===== src/rtl/led_mode_controller.sv =====
// -----------------------------------------------------------------------------
// led_mode_controller
//
// Steps one LED through four display modes (OFF, ON, BLINK_SLOW, BLINK_FAST).
// Each press of an active-low push button advances the mode by one. The button
// is synchronised, optionally debounced and then edge-detected inside this
// block. A blink timer produces the LED phase in the two blink modes.
//
// Optional feature macro:
//   LED_MODE_DEBOUNCE_EN  defined   -> debounce counter filters the synchronised
//                                      button level (DEBOUNCE_CYCLES stable cycles)
//                         undefined -> synchronised level is used directly
//
// Parameters:
//   DEBOUNCE_CYCLES   stable cycles needed to accept a new button level
//   SLOW_HALF_CYCLES  half-period of BLINK_SLOW in clock cycles
//   FAST_HALF_CYCLES  half-period of BLINK_FAST in clock cycles (<= SLOW)
//
// Ports:
//   clock         in   system clock, all state on rising edge
//   reset         in   asynchronous, active-high reset
//   button_n      in   asynchronous push button, 0 = pressed
//   led           out  LED drive, 1 = lit
//   mode          out  00 OFF, 01 ON, 10 BLINK_SLOW, 11 BLINK_FAST
//   mode_changed  out  one-cycle pulse in the first cycle mode shows a new value
// -----------------------------------------------------------------------------
module led_mode_controller #(
    parameter int unsigned DEBOUNCE_CYCLES  = 1_000_000,
    parameter int unsigned SLOW_HALF_CYCLES = 25_000_000,
    parameter int unsigned FAST_HALF_CYCLES = 5_000_000
) (
    input  logic       clock,
    input  logic       reset,
    input  logic       button_n,
    output logic       led,
    output logic [1:0] mode,
    output logic       mode_changed
);

    // -------------------------------------------------------------------------
    // Parameter sanity
    // -------------------------------------------------------------------------
    if (DEBOUNCE_CYCLES < 1) begin : g_bad_debounce
        $error("DEBOUNCE_CYCLES must be >= 1");
    end
    if (FAST_HALF_CYCLES < 1) begin : g_bad_fast_zero
        $error("FAST_HALF_CYCLES must be >= 1");
    end
    if (FAST_HALF_CYCLES > SLOW_HALF_CYCLES) begin : g_bad_fast_slow
        $error("FAST_HALF_CYCLES must not exceed SLOW_HALF_CYCLES");
    end

    // Blink counter is sized for the longer half-period; at least one bit.
    localparam int unsigned CNT_W = (SLOW_HALF_CYCLES > 1) ? $clog2(SLOW_HALF_CYCLES) : 1;
    localparam logic [CNT_W-1:0] SLOW_LAST = CNT_W'(SLOW_HALF_CYCLES - 1);
    localparam logic [CNT_W-1:0] FAST_LAST = CNT_W'(FAST_HALF_CYCLES - 1);

    typedef enum logic [1:0] {
        StOff       = 2'b00,
        StOn        = 2'b01,
        StBlinkSlow = 2'b10,
        StBlinkFast = 2'b11
    } state_e;

    // -------------------------------------------------------------------------
    // Input synchroniser and press detection
    // -------------------------------------------------------------------------
    logic r_sync1;
    logic r_sync2;
    logic r_vld1;
    logic r_vld2;
    logic r_armed;
    logic r_stable_prev;
    logic r_press;
    logic w_stable;

    // r_vld* mark when r_sync2 holds a real sample rather than its reset value.
    // r_armed is set once the button has actually been seen released after
    // reset, so a button still held through reset never counts as a press.
    always_ff @(posedge clock or posedge reset) begin
        if (reset) begin
            r_sync1       <= 1'b1;
            r_sync2       <= 1'b1;
            r_vld1        <= 1'b0;
            r_vld2        <= 1'b0;
            r_armed       <= 1'b0;
            r_stable_prev <= 1'b1;
            r_press       <= 1'b0;
        end else begin
            r_sync1       <= button_n;
            r_sync2       <= r_sync1;
            r_vld1        <= 1'b1;
            r_vld2        <= r_vld1;
            if (r_vld2 && r_sync2) begin
                r_armed <= 1'b1;
            end
            r_stable_prev <= w_stable;
            r_press       <= r_armed && r_stable_prev && !w_stable;
        end
    end

    // -------------------------------------------------------------------------
    // Stable button level
    // -------------------------------------------------------------------------
`ifdef LED_MODE_DEBOUNCE_EN
    localparam int unsigned DEB_W = (DEBOUNCE_CYCLES > 1) ? $clog2(DEBOUNCE_CYCLES) : 1;
    localparam logic [DEB_W-1:0] DEB_LAST = DEB_W'(DEBOUNCE_CYCLES - 1);

    logic             r_stable;
    logic [DEB_W-1:0] r_deb_cnt;

    // Counts consecutive cycles where the synchronised level disagrees with the
    // accepted level; any agreement restarts the count, so short glitches die.
    always_ff @(posedge clock or posedge reset) begin
        if (reset) begin
            r_stable  <= 1'b1;
            r_deb_cnt <= '0;
        end else if (r_sync2 == r_stable) begin
            r_deb_cnt <= '0;
        end else if (r_deb_cnt == DEB_LAST) begin
            r_stable  <= r_sync2;
            r_deb_cnt <= '0;
        end else begin
            r_deb_cnt <= r_deb_cnt + 1'b1;
        end
    end

    assign w_stable = r_stable;
`else
    assign w_stable = r_sync2;
`endif

    // -------------------------------------------------------------------------
    // Mode FSM and blink timer
    // -------------------------------------------------------------------------
    state_e           r_state;
    logic             r_changed;
    logic [CNT_W-1:0] r_blink_cnt;
    logic             r_phase;
    logic [CNT_W-1:0] w_half_last;

    assign w_half_last = (r_state == StBlinkFast) ? FAST_LAST : SLOW_LAST;

    // A press takes priority over a timer wrap: the new mode always starts with
    // a cleared counter and the LED lit for a full half-period.
    always_ff @(posedge clock or posedge reset) begin
        if (reset) begin
            r_state     <= StOff;
            r_changed   <= 1'b0;
            r_blink_cnt <= '0;
            r_phase     <= 1'b1;
        end else if (r_press) begin
            case (r_state)
                StOff:       r_state <= StOn;
                StOn:        r_state <= StBlinkSlow;
                StBlinkSlow: r_state <= StBlinkFast;
                default:     r_state <= StOff;
            endcase
            r_changed   <= 1'b1;
            r_blink_cnt <= '0;
            r_phase     <= 1'b1;
        end else begin
            r_changed <= 1'b0;
            if (r_state == StBlinkSlow || r_state == StBlinkFast) begin
                if (r_blink_cnt == w_half_last) begin
                    r_blink_cnt <= '0;
                    r_phase     <= ~r_phase;
                end else begin
                    r_blink_cnt <= r_blink_cnt + 1'b1;
                end
            end else begin
                r_blink_cnt <= '0;
            end
        end
    end

    // -------------------------------------------------------------------------
    // Outputs
    // -------------------------------------------------------------------------
    always_comb begin
        led = 1'b0;
        case (r_state)
            StOff:   led = 1'b0;
            StOn:    led = 1'b1;
            default: led = r_phase;
        endcase
    end

    assign mode         = r_state;
    assign mode_changed = r_changed;

endmodule

===== config.mk =====
export PLATFORM = sky130hd
export DESIGN_NAME = led_mode_controller
export DESIGN_NICKNAME = d
export VERILOG_FILES = /design/src/rtl/led_mode_controller.sv
export SDC_FILE = /design/constraint.sdc
export NUM_CORES = 1
export LEC_CHECK = 0
export CAP_MARGIN = 20
export CORE_MARGIN = 5
export CORE_UTILIZATION = 55
export CTS_CLUSTER_DIAMETER = 80
export DETAILED_ROUTE_END_ITERATION = 10
export HOLD_SLACK_MARGIN = 0.03
export PLACE_DENSITY = 0.7
export RECOVER_POWER = 100
export SYNTH_ARGS = -nofsm -noshare
export SYNTH_HDL_FRONTEND = slang
export SYNTH_SLANG_ARGS = --single-unit
export TNS_END_PERCENT = 30

===== constraint.sdc =====
create_clock -name clock -period 2.9 [get_ports clock]
set_input_delay 0.435 -clock clock [delete_from_list [all_inputs] [get_ports clock]]
set_output_delay 0.435 -clock clock [all_outputs]
set_load 0.01 [all_outputs]

==> impl_metrics.yaml <==
place:
  placement.io_buffers: 6
  gp_congestion: 0.784
  dp.final_hpwl_mm: 2.50
routing:
  avgViaCountPerCell: 5.91
  total_wirelength_of_the_detailed_routed_design_mm: 3.52
  drt-initial-drc-count: 162
  route.vias.total: 1335
  drtAntennaViolNets: 0
  wire_per_inst_um: 15.6
  drc_errors: 0
  drtPass1Iterations: 4
power:
  p_leak_nw: 0.716
  power.density_cell_area_nw_per_um2: 567
  worst_ir_drop_vdd_v: 0.000313
  pwr-share-seq: 0.502
  p_int_mw: 0.783
  post-layout-total-power_mw: 1.11
  share_comb_of_total_power: 0.187
  power_frac_clock: 0.311
  p_sw_mw: 0.324
  switching_share_of_total_power: 0.293
critical_path:
  crit_path_end: "r_blink_cnt[22]"
  critical_path_slowest_stage_cell: "or4_1"
  critical_path.cell_chain: "or4_1 -> or4_1 -> a211oi_4 -> clkbuf_1 -> a211oi_1"
  cp-end-kind: "flip-flop"
  slowest_delay_ns: 0.61
  reg2regPathDepth: 5
  cp_top_family: "simple AND/OR/NAND/NOR gates"
  critical_path.reg2reg.endpoint: "r_blink_cnt[22]"
  reg2reg_slack_ns: 0.43
  cp-start-kind: "flip-flop"
  rr_startpoint: "r_blink_cnt[10]"
  critical_path_required_time_ns: 3.11
  crit_arrival_ns: 2.68
  cell_count_along_the_critical_path: 5
  startpoint: "r_blink_cnt[10]"
  worst-path-max-fanout: 9
  cpMostUsedCell: "or4_1"
  path_buf_inv: 1
  crit_type: "reg -> reg"
synth:
  syn_nets: 178
  synth_seq_cells: 36
  synth_compound_gate_area_share: 0.107
  combinational_family_with_the_most_area_after_synthesis: "simple AND/OR/NAND/NOR gates"
  postSynthCellCount: 171
  post_synth_design_cell_area_um2: 1890
  synthSimpleGateAreaFrac: 0.274
  synthAdderAreaFrac: 0.0265
  synth_enable_flop_cells: 0
  fraction_of_the_yosys_area_taken_by_sequential_cells: 0.480
  muxShareOfSynthArea: 0.00531
  synth.yosys.warnings: 0
  ys_async_sr_fraction: 1.00
  synth_xor_area_frac: 0.0650
  synthDistinctLibCells: 36
  postSynthAreaPerCell_um2: 11.0
  synth_top_flop_cell: "dfrtp_1"
clock_tree:
  numCtsBuffers: 5
  cts_hold_buffers: 0
  clkLatencyLatePin_ns: 0.35
  cts.clk_slew.worst_paths_ns: 0.10
  max-clock-path-buffers: 2
  ctsResizeCount: 0
  postCtsSetupBuffers: 0
  cell_at_the_root_of_the_clock_tree: "clkbuf_4"
  cts_sinks: 36
  clock_tree_from_tritoncts: "yes"
  cts_htree_levels: 2
hold_path:
  hold_path_class: "reg -> reg"
layout:
  design.final.nets: 186
  num_antenna_cells: 0
  layout-drive-gt1-share: 0.100
  top_register: "r_blink_cnt"
  number_of_flip_flops_under_the_largest_register_name: 25
  layout_area_growth_over_synthesis_pct: 3.51
global_routing:
  grt.total_usage: 0.178
  grt_start_max_net_pins: 26
  globalRouteOverflowTotal: 0
  grt_pass1_wl_mm: 6.04
  grt_pass1_vias: 1258
  antenna_found_initial: 0
floorplan:
  pin_count: 7
  placement_rows: 21
  die-width_um: 68.6
  initial_utilization: 0.565
  design.die.area_um2: 4700
  core-area_um2: 3340
  floorplan.die.height_um: 68.6
sta:
  post_route_setup_tns_ns: 0
  final-hold-violation-count: 0
  finalSetupViolations: 0
  maxSlewViolCount: 0
  grt_setup_unrepaired: "false"
  max_slew.worst_pin.slew_ns: 0.943
  period_minus_slack_ns: 2.47
  max_freq_mhz: 405
  fin_skew_ns: 0.00621
  slew_headroom: 0.371
  timing.final.crit_share: 0.851
run_status:
  outcome: "completed"
job:
  drv_cap: 0
how the worst min path moves through the flow:
stage	start	cells past startpoint	to	slack (ns)
3_3_place_gp	r_vld1	0	r_vld2	0.33
4_1_cts	r_sync1	0	r_sync2	0.37
2_1_floorplan	r_vld1	0	r_vld2	0.33
5_1_grt	r_sync1	0	r_sync2	0.38
3_5_place_dp	r_sync1	0	r_sync2	0.35
6_report	r_sync1	0	r_sync2	0.37
cell usage after synthesis (2+ instances only):
master / instances / area [µm²]
nand4_1: 6 / 37.5
a211oi_1: 5 / 37.5
nand3_1: 8 / 40.0
nand2_1: 12 / 45.0
xnor2_1: 8 / 70.1
o21ai_0: 10 / 50.1
or3_1: 7 / 43.8
o31ai_1: 3 / 22.5
nor3_2: 15 / 150
xor2_1: 6 / 52.6
buf_2: 3 / 15.0
nor2_1: 4 / 15.0
buf_8: 2 / 30.0
or4_1: 8 / 60.1
dfrtp_1: 32 / 801
nor4_1: 2 / 12.5
dfstp_2: 4 / 105
inv_1: 5 / 18.8
nor3_1: 4 / 20.0
ha_1: 4 / 50.1
nand4b_1: 3 / 26.3
and4_1: 2 / 17.5
clkbuf_1: 2 / 7.51
a211oi_2: 4 / 50.1
cells in the final DEF (no fill, tap or decap), types with 6 or more instances in the layout:
cell type,instances
dlygate4sd3_1,6
a211oi_1,8
or4_1,9
xnor2_1,8
o21ai_0,10
nand3_1,8
nand4_1,6
xor2_1,6
dfrtp_1,32
nor3_1,17
or3_1,7
nand2_1,12
cell type report:
| type | count | area (µm²) |
|---|---|---|
| fill | 313 | 1380 |
| sequential | 36 | 906 |
| multi-input combinational | 122 | 822 |
| timing repair buffer | 9 | 72.6 |
| tap | 46 | 57.6 |
| clock buffer | 6 | 41.3 |
| clock inverter | 2 | 35.0 |
| inverter | 5 | 18.8 |
kinds of logic (layout without fill, tap and decap cells):
logic type,Yosys count,after routing
AND/OR/NAND/NOR,77,77
flip-flops,36,36
AO/OA/AOI/OAI,25,25
XOR/XNOR,14,14
buffers and inverters,13,22
adder cells (fa/ha/maj),4,4
other,1,1
multiplexers,1,1
per-stage QoR:
stage	instances	util	hold slack (ns)	instance area, µm²	setup slack (ns)
floorplan	171	-	0.331	1890	0.729
global placement	218	0.594	0.331	1980	0.641
detailed placement	218	0.594	0.350	1980	0.618
CTS	226	0.617	0.366	2060	0.598
global route	226	0.585	0.376	1950	0.301
finish	226	0.585	0.370	1950	0.432
worst reg2reg max path, cell delays in order (launching register included):
cell,delay (ns)
dfrtp_1,0.44
or4_1,0.55
or4_1,0.61
a211oi_4,0.20
clkbuf_1,0.43
a211oi_1,0.10
metal layers:
layer | vias to the layer above | part of all wire | wire, µm | GRT usage
li1 | 643 | - | - | -
met1 | 646 | 0.43 | 1530 | 0.230
met2 | 39 | 0.49 | 1740 | 0.285
met3 | 7 | 0.054 | 190 | 0.0486
met4 | 0 | 0.016 | 57 | 0.0695
met5 | - | 0 | 0 | 0
power groups by stage:
stage	Combinational [mW]	Sequential [mW]	Clock, mW
after global placement	0.235	0.564	0
after global routing	0.235	0.562	0.384
after CTS	0.244	0.557	0.356
after detailed placement	0.244	0.567	0
after floorplan	0.155	0.570	0
final	0.207	0.556	0.344
Note: power is estimated with default switching activity, not from simulation.
